**config.mk**
```make
export PLATFORM = sky130hd
export DESIGN_NAME = muldiv_seq_flat
export DESIGN_NICKNAME = d
export VERILOG_FILES = /design/src/rtl/muldiv_seq_if.sv /design/src/rtl/muldiv_seq.sv /design/src/flat_wrapper.sv
export SDC_FILE = /design/constraint.sdc
export NUM_CORES = 1
export LEC_CHECK = 0
export CORE_ASPECT_RATIO = 0.6
export CORE_UTILIZATION = 60
export DETAILED_ROUTE_END_ITERATION = 8
export PLACE_DENSITY = 0.83
export SLEW_MARGIN = 40
export SYNTH_ARGS = -nofsm -noshare
export SYNTH_HDL_FRONTEND = slang
export SYNTH_SLANG_ARGS = --single-unit
```
**constraint.sdc**
```tcl
create_clock -name clk -period 20.9 [get_ports clk]
set_input_delay 6.27 -clock clk [delete_from_list [all_inputs] [get_ports clk]]
set_output_delay 6.27 -clock clk [all_outputs]
set_load 0.02 [all_outputs]
```
**src/rtl/muldiv_seq_if.sv**
```systemverilog
// rtl/muldiv_seq_if.sv - start/busy/done handshake bundle between the pipeline and muldiv_seq
//
// Ports (signals):
//   start, op, signed_mode, in1, in2, flush : pipeline -> unit
//   busy, done, out_lo, out_hi, div_by_zero : unit -> pipeline
// Modports: master = pipeline side, slave = muldiv_seq side.
interface muldiv_seq_if #(
  parameter int WIDTH = 32
);
  logic             start;
  logic             op;
  logic             signed_mode;
  logic [WIDTH-1:0] in1;
  logic [WIDTH-1:0] in2;
  logic             flush;
  logic             busy;
  logic             done;
  logic [WIDTH-1:0] out_lo;
  logic [WIDTH-1:0] out_hi;
  logic             div_by_zero;

  modport master (
    output start, op, signed_mode, in1, in2, flush,
    input  busy, done, out_lo, out_hi, div_by_zero
  );

  modport slave (
    input  start, op, signed_mode, in1, in2, flush,
    output busy, done, out_lo, out_hi, div_by_zero
  );
endinterface

```
**src/rtl/muldiv_seq.sv**
```systemverilog
// rtl/muldiv_seq.sv - iterative multicycle MUL/DIV/MOD unit with start/busy/done handshake
//
// Ports:
//   clk  : clock, rising edge
//   rst  : asynchronous active-high reset
//   bus  : muldiv_seq_if.slave
//          in:  start, op (0=mul,1=div), signed_mode, in1, in2, flush
//          out: busy, done, out_lo (product lo / quotient),
//               out_hi (product hi / remainder), div_by_zero
module muldiv_seq #(
  parameter int WIDTH = 32
) (
  input  logic       clk,
  input  logic       rst,
  muldiv_seq_if.slave bus
);

  localparam int CW = $clog2(WIDTH) + 1;

  typedef enum logic [1:0] {
    S_IDLE = 2'd0,
    S_CALC = 2'd1,
    S_FIX  = 2'd2,
    S_DONE = 2'd3
  } state_t;

  state_t           r_state;
  logic [CW-1:0]    r_cnt;
  logic             r_op;
  logic             r_neg_q;    // product sign or quotient sign
  logic             r_neg_r;    // remainder sign (dividend sign)
  logic             r_dbz;
  logic [WIDTH-1:0] r_hi;       // accumulator high / partial remainder
  logic [WIDTH-1:0] r_lo;       // multiplier / dividend, shifted out as quotient shifts in
  logic [WIDTH-1:0] r_opb;      // multiplicand or divisor magnitude
  logic             r_busy;
  logic             r_done;
  logic [WIDTH-1:0] r_out_lo;
  logic [WIDTH-1:0] r_out_hi;
  logic             r_out_dbz;

  logic             w_accept;
  logic             w_s1;
  logic             w_s2;
  logic [WIDTH-1:0] w_abs1;
  logic [WIDTH-1:0] w_abs2;
  logic             w_dbz;
  logic [WIDTH:0]   w_sum;
  logic [WIDTH:0]   w_rsh;
  logic             w_ge;
  logic [WIDTH-1:0] w_sub;
  logic [2*WIDTH-1:0] w_prod;
  logic [2*WIDTH-1:0] w_prod_fix;
  logic [WIDTH-1:0] w_q_fix;
  logic [WIDTH-1:0] w_r_fix;

  // Flush blocks a simultaneous start in IDLE and DONE.
  assign w_accept = ((r_state == S_IDLE) || (r_state == S_DONE)) && bus.start && !bus.flush;

  assign w_s1   = bus.signed_mode & bus.in1[WIDTH-1];
  assign w_s2   = bus.signed_mode & bus.in2[WIDTH-1];
  assign w_abs1 = w_s1 ? (~bus.in1 + 1'b1) : bus.in1;
  assign w_abs2 = w_s2 ? (~bus.in2 + 1'b1) : bus.in2;
  assign w_dbz  = bus.op && (bus.in2 == '0);

  // Shift-add: add multiplicand when the current multiplier bit is set,
  // then shift the whole {carry, hi, lo} right by one.
  assign w_sum = {1'b0, r_hi} + (r_lo[0] ? {1'b0, r_opb} : '0);

  // Restoring step: shift the next dividend bit into the remainder and
  // subtract the divisor only if it fits. The remainder is always below the
  // divisor, so the difference fits in WIDTH bits when w_ge holds.
  assign w_rsh = {r_hi, r_lo[WIDTH-1]};
  assign w_ge  = (w_rsh >= {1'b0, r_opb});
  assign w_sub = w_rsh[WIDTH-1:0] - r_opb;

  assign w_prod     = {r_hi, r_lo};
  assign w_prod_fix = r_neg_q ? (~w_prod + 1'b1) : w_prod;
  assign w_q_fix    = r_neg_q ? (~r_lo + 1'b1) : r_lo;
  assign w_r_fix    = r_neg_r ? (~r_hi + 1'b1) : r_hi;

  always_ff @(posedge clk or posedge rst) begin
    if (rst) begin
      r_state   <= S_IDLE;
      r_cnt     <= '0;
      r_op      <= 1'b0;
      r_neg_q   <= 1'b0;
      r_neg_r   <= 1'b0;
      r_dbz     <= 1'b0;
      r_hi      <= '0;
      r_lo      <= '0;
      r_opb     <= '0;
      r_busy    <= 1'b0;
      r_done    <= 1'b0;
      r_out_lo  <= '0;
      r_out_hi  <= '0;
      r_out_dbz <= 1'b0;
    end else begin
      r_done <= 1'b0;
      case (r_state)
        S_IDLE, S_DONE: begin
          if (w_accept) begin
            r_op   <= bus.op;
            r_cnt  <= '0;
            r_busy <= 1'b1;
            if (w_dbz) begin
              // No iterations: FIX passes these through unchanged.
              r_state <= S_FIX;
              r_lo    <= '1;
              r_hi    <= bus.in1;
              r_opb   <= '0;
              r_neg_q <= 1'b0;
              r_neg_r <= 1'b0;
              r_dbz   <= 1'b1;
            end else begin
              r_state <= S_CALC;
              r_hi    <= '0;
              r_neg_q <= w_s1 ^ w_s2;
              r_neg_r <= w_s1;
              r_dbz   <= 1'b0;
              if (bus.op) begin
                r_lo  <= w_abs1;
                r_opb <= w_abs2;
              end else begin
                r_lo  <= w_abs2;
                r_opb <= w_abs1;
              end
            end
          end else begin
            r_state <= S_IDLE;
          end
        end

        S_CALC: begin
          if (bus.flush) begin
            r_state <= S_IDLE;
            r_busy  <= 1'b0;
          end else begin
            if (r_op) begin
              r_hi <= w_ge ? w_sub : w_rsh[WIDTH-1:0];
              r_lo <= {r_lo[WIDTH-2:0], w_ge};
            end else begin
              r_hi <= w_sum[WIDTH:1];
              r_lo <= {w_sum[0], r_lo[WIDTH-1:1]};
            end
            r_cnt <= r_cnt + CW'(1);
            if (r_cnt == CW'(WIDTH - 1)) begin
              r_state <= S_FIX;
            end
          end
        end

        S_FIX: begin
          r_busy <= 1'b0;
          if (bus.flush) begin
            r_state <= S_IDLE;
          end else begin
            r_state   <= S_DONE;
            r_done    <= 1'b1;
            r_out_dbz <= r_dbz;
            if (r_op) begin
              r_out_lo <= w_q_fix;
              r_out_hi <= w_r_fix;
            end else begin
              r_out_lo <= w_prod_fix[WIDTH-1:0];
              r_out_hi <= w_prod_fix[2*WIDTH-1:WIDTH];
            end
          end
        end

        default: begin
          r_state <= S_IDLE;
          r_busy  <= 1'b0;
        end
      endcase
    end
  end

  assign bus.busy        = r_busy;
  assign bus.done        = r_done;
  assign bus.out_lo      = r_out_lo;
  assign bus.out_hi      = r_out_hi;
  assign bus.div_by_zero = r_out_dbz;

endmodule

```
**src/flat_wrapper.sv**
```systemverilog
// flat-port wrapper written by rule: the top's interface ports become plain ports
module muldiv_seq_flat 
#(
  parameter int WIDTH = 32
)
  (clk, rst, bus_start, bus_op, bus_signed_mode, bus_in1, bus_in2, bus_flush, bus_busy, bus_done, bus_out_lo, bus_out_hi, bus_div_by_zero);
  muldiv_seq_if #(.WIDTH(WIDTH)) bus_i ();
  input  logic clk;
  input  logic rst;
  input wire logic [$bits(bus_i.start)-1:0] bus_start;
  input wire logic [$bits(bus_i.op)-1:0] bus_op;
  input wire logic [$bits(bus_i.signed_mode)-1:0] bus_signed_mode;
  input wire logic [$bits(bus_i.in1)-1:0] bus_in1;
  input wire logic [$bits(bus_i.in2)-1:0] bus_in2;
  input wire logic [$bits(bus_i.flush)-1:0] bus_flush;
  output wire logic [$bits(bus_i.busy)-1:0] bus_busy;
  output wire logic [$bits(bus_i.done)-1:0] bus_done;
  output wire logic [$bits(bus_i.out_lo)-1:0] bus_out_lo;
  output wire logic [$bits(bus_i.out_hi)-1:0] bus_out_hi;
  output wire logic [$bits(bus_i.div_by_zero)-1:0] bus_div_by_zero;
  assign bus_i.start = bus_start;
  assign bus_i.op = bus_op;
  assign bus_i.signed_mode = bus_signed_mode;
  assign bus_i.in1 = bus_in1;
  assign bus_i.in2 = bus_in2;
  assign bus_i.flush = bus_flush;
  assign bus_busy = bus_i.busy;
  assign bus_done = bus_i.done;
  assign bus_out_lo = bus_i.out_lo;
  assign bus_out_hi = bus_i.out_hi;
  assign bus_div_by_zero = bus_i.div_by_zero;
  muldiv_seq #(.WIDTH(WIDTH)) u_core (.clk(clk), .rst(rst), .bus(bus_i));
endmodule
```
* Word-level counts from Yosys, hierarchy flattened
Cells that the tools add are included.
** Word-level totals
- Register bits :: 175
- Input bits :: 70
** Operators by class
- $add $sub $neg :: 8
- Reduce and logical (&&, ||, !) cells :: 13
- Bitwise logic cells :: 9
- Equal/unequal tests :: 8
- Multiplexer cells :: 39
- Magnitude comparators :: 1
** Operators with widths (number)
- 32-bit 2-to-1 mux :: 19
- 32-bit by 1-bit adder with 32-bit output, second input constant :: 4
- 32-bit NOT :: 4
- 32-bit one-hot mux with 2 select lines :: 2
- 64-bit by 1-bit adder with 64-bit output, second input constant :: 1
- 64-bit 2-to-1 mux :: 1
- 64-bit NOT :: 1
- 32-bit by 33-bit adder with 33-bit output :: 1
- 33-bit by 32-bit >= comparator with 1-bit output :: 1
- 32-bit zero test :: 1
- 32-bit subtractor :: 1
- 6-bit 2-to-1 mux :: 2
- 6-bit one-hot mux with 2 select lines :: 1
- 2-bit 2-to-1 mux :: 5
- 1-bit 2-to-1 mux :: 7
- 6-bit by 1-bit adder with 6-bit output, second input constant :: 1
- 6-bit by 5-bit == test with 1-bit output, second input constant :: 1
- 2-bit one-hot mux with 3 select lines :: 1
- 2-bit AND reduction :: 3
- 2-bit == test, second input constant :: 2
- 2-bit inequality test, second input constant :: 2
- 1-bit logical AND :: 3
- 3-bit by 2-bit inequality test with 1-bit output, second input constant :: 1
- 1-bit one-hot mux with 3 select lines :: 1
- other kinds (11) :: 12

* Longest topological paths before layout
- Word-level depth :: 7
- Gate-level depth with buffers :: 15
- Mapped depth without buffers :: 12

* Worst setup path after synthesis
OpenSTA, ideal clock, no wires.
- Kind :: input -> register
- From :: input bus_in1[14]
- To :: register u_core.r_lo[28]
- Setup time :: 123 ps
- Path buffers :: 0
- Arrival :: 8601 ps
- Cell stages on the path :: 9
- Path slack :: 12176 ps
- Path through :: or4_4 -> or4b_4 -> or2_1 -> or3_1 -> o31ai_1 -> xor2_1 -> a21oi_1 -> o21ai_0 -> nand2_1
** Between the ends
- Cells in the longest elaborated chain, start to end :: 7
** RTL lines
- start, declared :: line flat_wrapper.sv:13 : input wire logic [$bits(bus_i.in1)-1:0] bus_in1;
- 32-bit NOT :: line muldiv_seq.sv:62 : assign w_abs1 = w_s1 ? (~bus.in1 + 1'b1) : bus.in1;
- 32-bit by 1-bit adder with 32-bit output :: line muldiv_seq.sv:62
- 32-bit 2-to-1 mux :: line muldiv_seq.sv:62
- 32-bit 2-to-1 mux :: line muldiv_seq.sv:121 : if (bus.op) begin
- 32-bit 2-to-1 mux :: line muldiv_seq.sv:106 : if (w_dbz) begin
- 32-bit 2-to-1 mux :: line muldiv_seq.sv:102 : if (w_accept) begin
- 32-bit one-hot mux with 2 select lines :: line muldiv_seq.sv:100 : case (r_state)
- end signal, assigned :: line muldiv_seq.sv:122 : r_lo <= w_abs1;
- end signal, assigned :: line muldiv_seq.sv:125 : r_lo <= w_abs2;
- end signal, assigned :: line muldiv_seq.sv:141 : r_lo <= {r_lo[WIDTH-2:0], w_ge};
- end, declared :: line muldiv_seq.sv:34 : logic [WIDTH-1:0] r_lo;
Every way passes these cells. The select of a mux whose other input is x is not followed.
A chain may end at the register's enable or synchronous reset.

* Worst setup path after layout
- From :: input bus_in2[7]
- To :: register u_core.r_hi[28]
** Between the ends
- Cells in the longest elaborated chain, start to end :: 5
** RTL lines
- start, declared :: line flat_wrapper.sv:14 : input wire logic [$bits(bus_i.in2)-1:0] bus_in2;
- 32-bit zero test :: line muldiv_seq.sv:64 : assign w_dbz = bus.op && (bus.in2 == '0);
- 1-bit logical AND :: line muldiv_seq.sv:64
- 32-bit 2-to-1 mux :: line muldiv_seq.sv:106
- 32-bit 2-to-1 mux :: line muldiv_seq.sv:102
- 32-bit one-hot mux with 2 select lines :: line muldiv_seq.sv:100
- end signal, assigned :: line muldiv_seq.sv:110 : r_hi <= bus.in1;
- end signal, assigned :: line muldiv_seq.sv:140 : r_hi <= w_ge ? w_sub : w_rsh[WIDTH-1:0];
- end signal, assigned :: line muldiv_seq.sv:143 : r_hi <= w_sum[WIDTH:1];
- end, declared :: line muldiv_seq.sv:33 : logic [WIDTH-1:0] r_hi;
Every way passes these cells. The select of a mux whose other input is x is not followed.

==> flow_summary.json <==
{
  "status": "finished clean",
  "stdcell_count": 2322,
  "dpl_cell_area_um2": 16500,
  "dp.cells": 2290,
  "grt.total_usage_pct": 42.1,
  "setup_viol": 0,
  "yosysMostFrequentCell": "nand2_1",
  "cts_buffer_depth": 2,
  "postSynth.asyncResetShare_pct": 100,
  "finish.utilization_pct": 70.2,
  "power_density_nw_per_um2": 113,
  "maxSlewViolCount": 0,
  "grt_pass1_wl_um": 82400,
  "ys_ff_latch": 175,
  "hold_viol": 0,
  "drv_cap": 0,
  "tightest_slew_ps": 869,
  "synth_cell_types": 84,
  "htreeDepth": 4,
  "synth_fp_nets": 2069,
  "slowest_stage": "or4_1",
  "cp-end-kind": "flip-flop",
  "crit_required_ps": 21290,
  "wl_um": 53200,
  "area_growth_syn_to_layout_pct": 13.9,
  "grt_pass1_vias": 14300,
  "final.setup.worst_slack_ps": 11500,
  "grt_max_degree": 113,
  "p_leak_nw": 7.43,
  "final_layout_size_suffix_gt1_share_pct": 5.15,
  "finish.instance_area_um2": 17100,
  "postRouteAntennaNets": 0,
  "fin_crit_sh_pct": 45.0,
  "ys.flop_type": "dfrtp_1",
  "synth_top_area_share_pct": 29.2,
  "cp_cell_sequence": "clkdlybuf4s50_1 -> or4_1 -> nor4_2 -> and3_1 -> and3_1 -> buf_4 -> nor2b_2 -> buf_4 -> a21oi_1 -> nand2_1 -> a311o_1 -> and3_1",
  "dp_hpwl_um": 40700,
  "yosys.area.top_type": "dfrtp_1",
  "diodes": 0,
  "relSlewSlack_pct": 42.0,
  "clk_latency_ps": 460,
  "routedWlPerCell_um": 22.9,
  "nets": 2130,
  "drtIter0Drc": 2307,
  "gr-total-overflow": 0,
  "yosys-top-cells-area": "dfrtp_1 (29%), o21ai_0 (6.9%), nand2_1 (6.6%), ha_1 (5.9%), xor2_1 (5.4%)",
  "gp_congestion": 1.00,
  "top_layer": "met5",
  "cts.sinks": 175,
  "worst_clock_skew_ps": 15.8,
  "die_w_um": 206,
  "yosysWarnings": 0,
  "met2WireLength_um": 21000,
  "critPathKind": "in2reg",
  "hp-class": "reg2reg",
  "layout_min_cycle_time_ps": 9400,
  "cts_tree": "yes",
  "met3WireLength_um": 7700,
  "grt_antenna_before_repair": 2,
  "netlist_top_cells_count": "nand2_1 (262), o21ai_0 (208), nor2_1 (181)",
  "vdd_ir_drop_max_mv": 0.0610,
  "critical_path.most_common_cell": "and3_1",
  "cts_setup_buffers": 0,
  "path_buf_inv": 3,
  "vias": 15600,
  "m1WireLength_um": 22900,
  "rows": 44,
  "core-area_um2": 24300,
  "start_util_pct": 61.6,
  "final.setup.tns_ps": 0,
  "clk_pin_slew_ps": 70,
  "cts_root_buffer": "clkbuf_16",
  "die_h_um": 124,
  "fmax_mhz": 106,
  "netlist_instances": 1926,
  "critPathArrivalTime_ps": 9790,
  "rsz0062_at_grt": "false",
  "rr_startpoint": "u_core.r_lo[0]$_DFFE_PP0P_",
  "critPathMaxFanout": 26,
  "ioPinCount": 137,
  "dieArea_um2": 25600,
  "cp-startpoint": "bus_in2[7]",
  "critical_path.top_delay_family": "simple AND/OR/NAND/NOR gates",
  "total_power_mw": 1.92,
  "place_ws_ps": 11160,
  "hold_buffers": 0,
  "seq_area_frac_synth_pct": 29.2,
  "port_buffers": 136,
  "cpPeakStageDelay_ps": 600,
  "drt_first_pass_iters": 6,
  "drc": 0,
  "synth_edf_count": 0,
  "numCtsBuffers": 17,
  "syn_area_um2": 15000,
  "cts_resized": 0,
  "critPathLaunchType": "input pin",
  "hp-start": "u_core.r_dbz$_DFFE_PP0P_",
  "routed_via_density": 6.70,
  "hold_ws_ps": 474,
  "synth_area_per_cell_um2": 7.78
}
layer usage:
layer	track usage (%)	up-vias
met4	11.5	2
met1	63.3	7333
met5	0	-
met2	56.9	1078
li1	-	7025
met3	13.4	130
layout make-up:
type	instances	area, um2
Sequential cell	175	4380
Clock buffer	18	429
Multi-Input combinational cell	1568	9930
Clock inverter	14	131
Tap cell	322	403
Timing Repair Buffer	155	1540
Fill cell	2016	7260
Inverter	70	268
worst paths after layout:
kind | slack (ps) | end | cells after the start
setup / recovery | 11500 | u_core.r_hi[28]$_DFFE_PP0P_ | 12
hold / removal | 470 | u_core.bus.div_by_zero$_DFFE_PP0P_ | 2
setup reg to reg | 16610 | u_core.r_hi[28]$_DFFE_PP0P_ | 13
hold reg to reg | 470 | u_core.bus.div_by_zero$_DFFE_PP0P_ | 2
max in group asynchronous | 13100 | u_core.r_hi[14]$_DFFE_PP0P_ | 4
min in group asynchronous | 6220 | u_core.bus.out_lo[2]$_DFFE_PP0P_ | 2
worst reg2reg max path, stage by stage (launching register included):
cell	delay [ps]
dfrtp_1	460
inv_1	140
buf_4	380
nor2_1	120
ha_1	370
o211ai_1	140
o211ai_1	340
nor4b_1	730
o211ai_1	270
and2_1	240
a21oi_1	370
nor3_1	110
a311o_1	340
and3_1	180
kinds of logic (layout without fill, tap and decap cells):
kind of cell	after synthesis	after routing	share of synthesized area, %
AO/OA/AOI/OAI	605	605	25.1
adder cells (fa/ha/maj)	73	73	6.19
XOR/XNOR	168	168	9.81
flip-flops	175	175	29.2
buffers and inverters	183	257	4.72
AND/OR/NAND/NOR	660	660	20.7
multiplexers	62	62	4.28
power breakdown:
part           internal, mW  switching, mW
combinational         0.419          0.614
clock                 0.166          0.155
sequential            0.431          0.138
total                  1.02          0.907
cell usage in the layout (no fill, tap or decap), drive strengths merged, types with 9 or more instances in the layout:
master	n
nand2	263
o21ai	215
nor2	181
dfrtp	175
a21oi	150
clkdlybuf4s50	135
xor2	93
xnor2	75
inv	75
ha	71
mux2i	45
a21o	42
o31ai	36
nor3	29
a221oi	24
nand3	21
a31oi	20
buf	20
and3	19
or3	19
nand2b	18
clkbuf	18
nand4	17
mux2	17
nor4	17
and2	15
nor2b	15
a211oi	14
or4	11
o22ai	10
o211ai	10
a221o	10
o21a	9
o41ai	9
flip-flops by register name, summed over array words and instances (netlist names), 2 cells and up:
register           cells
u_core.r_hi           32
u_core.r_cnt           6
u_core.r_state         2
u_core.bus.out_hi     32
u_core.r_opb          32
u_core.r_lo           32
u_core.bus.out_lo     32
No activity file was read; power rests on OpenSTA's default activity.
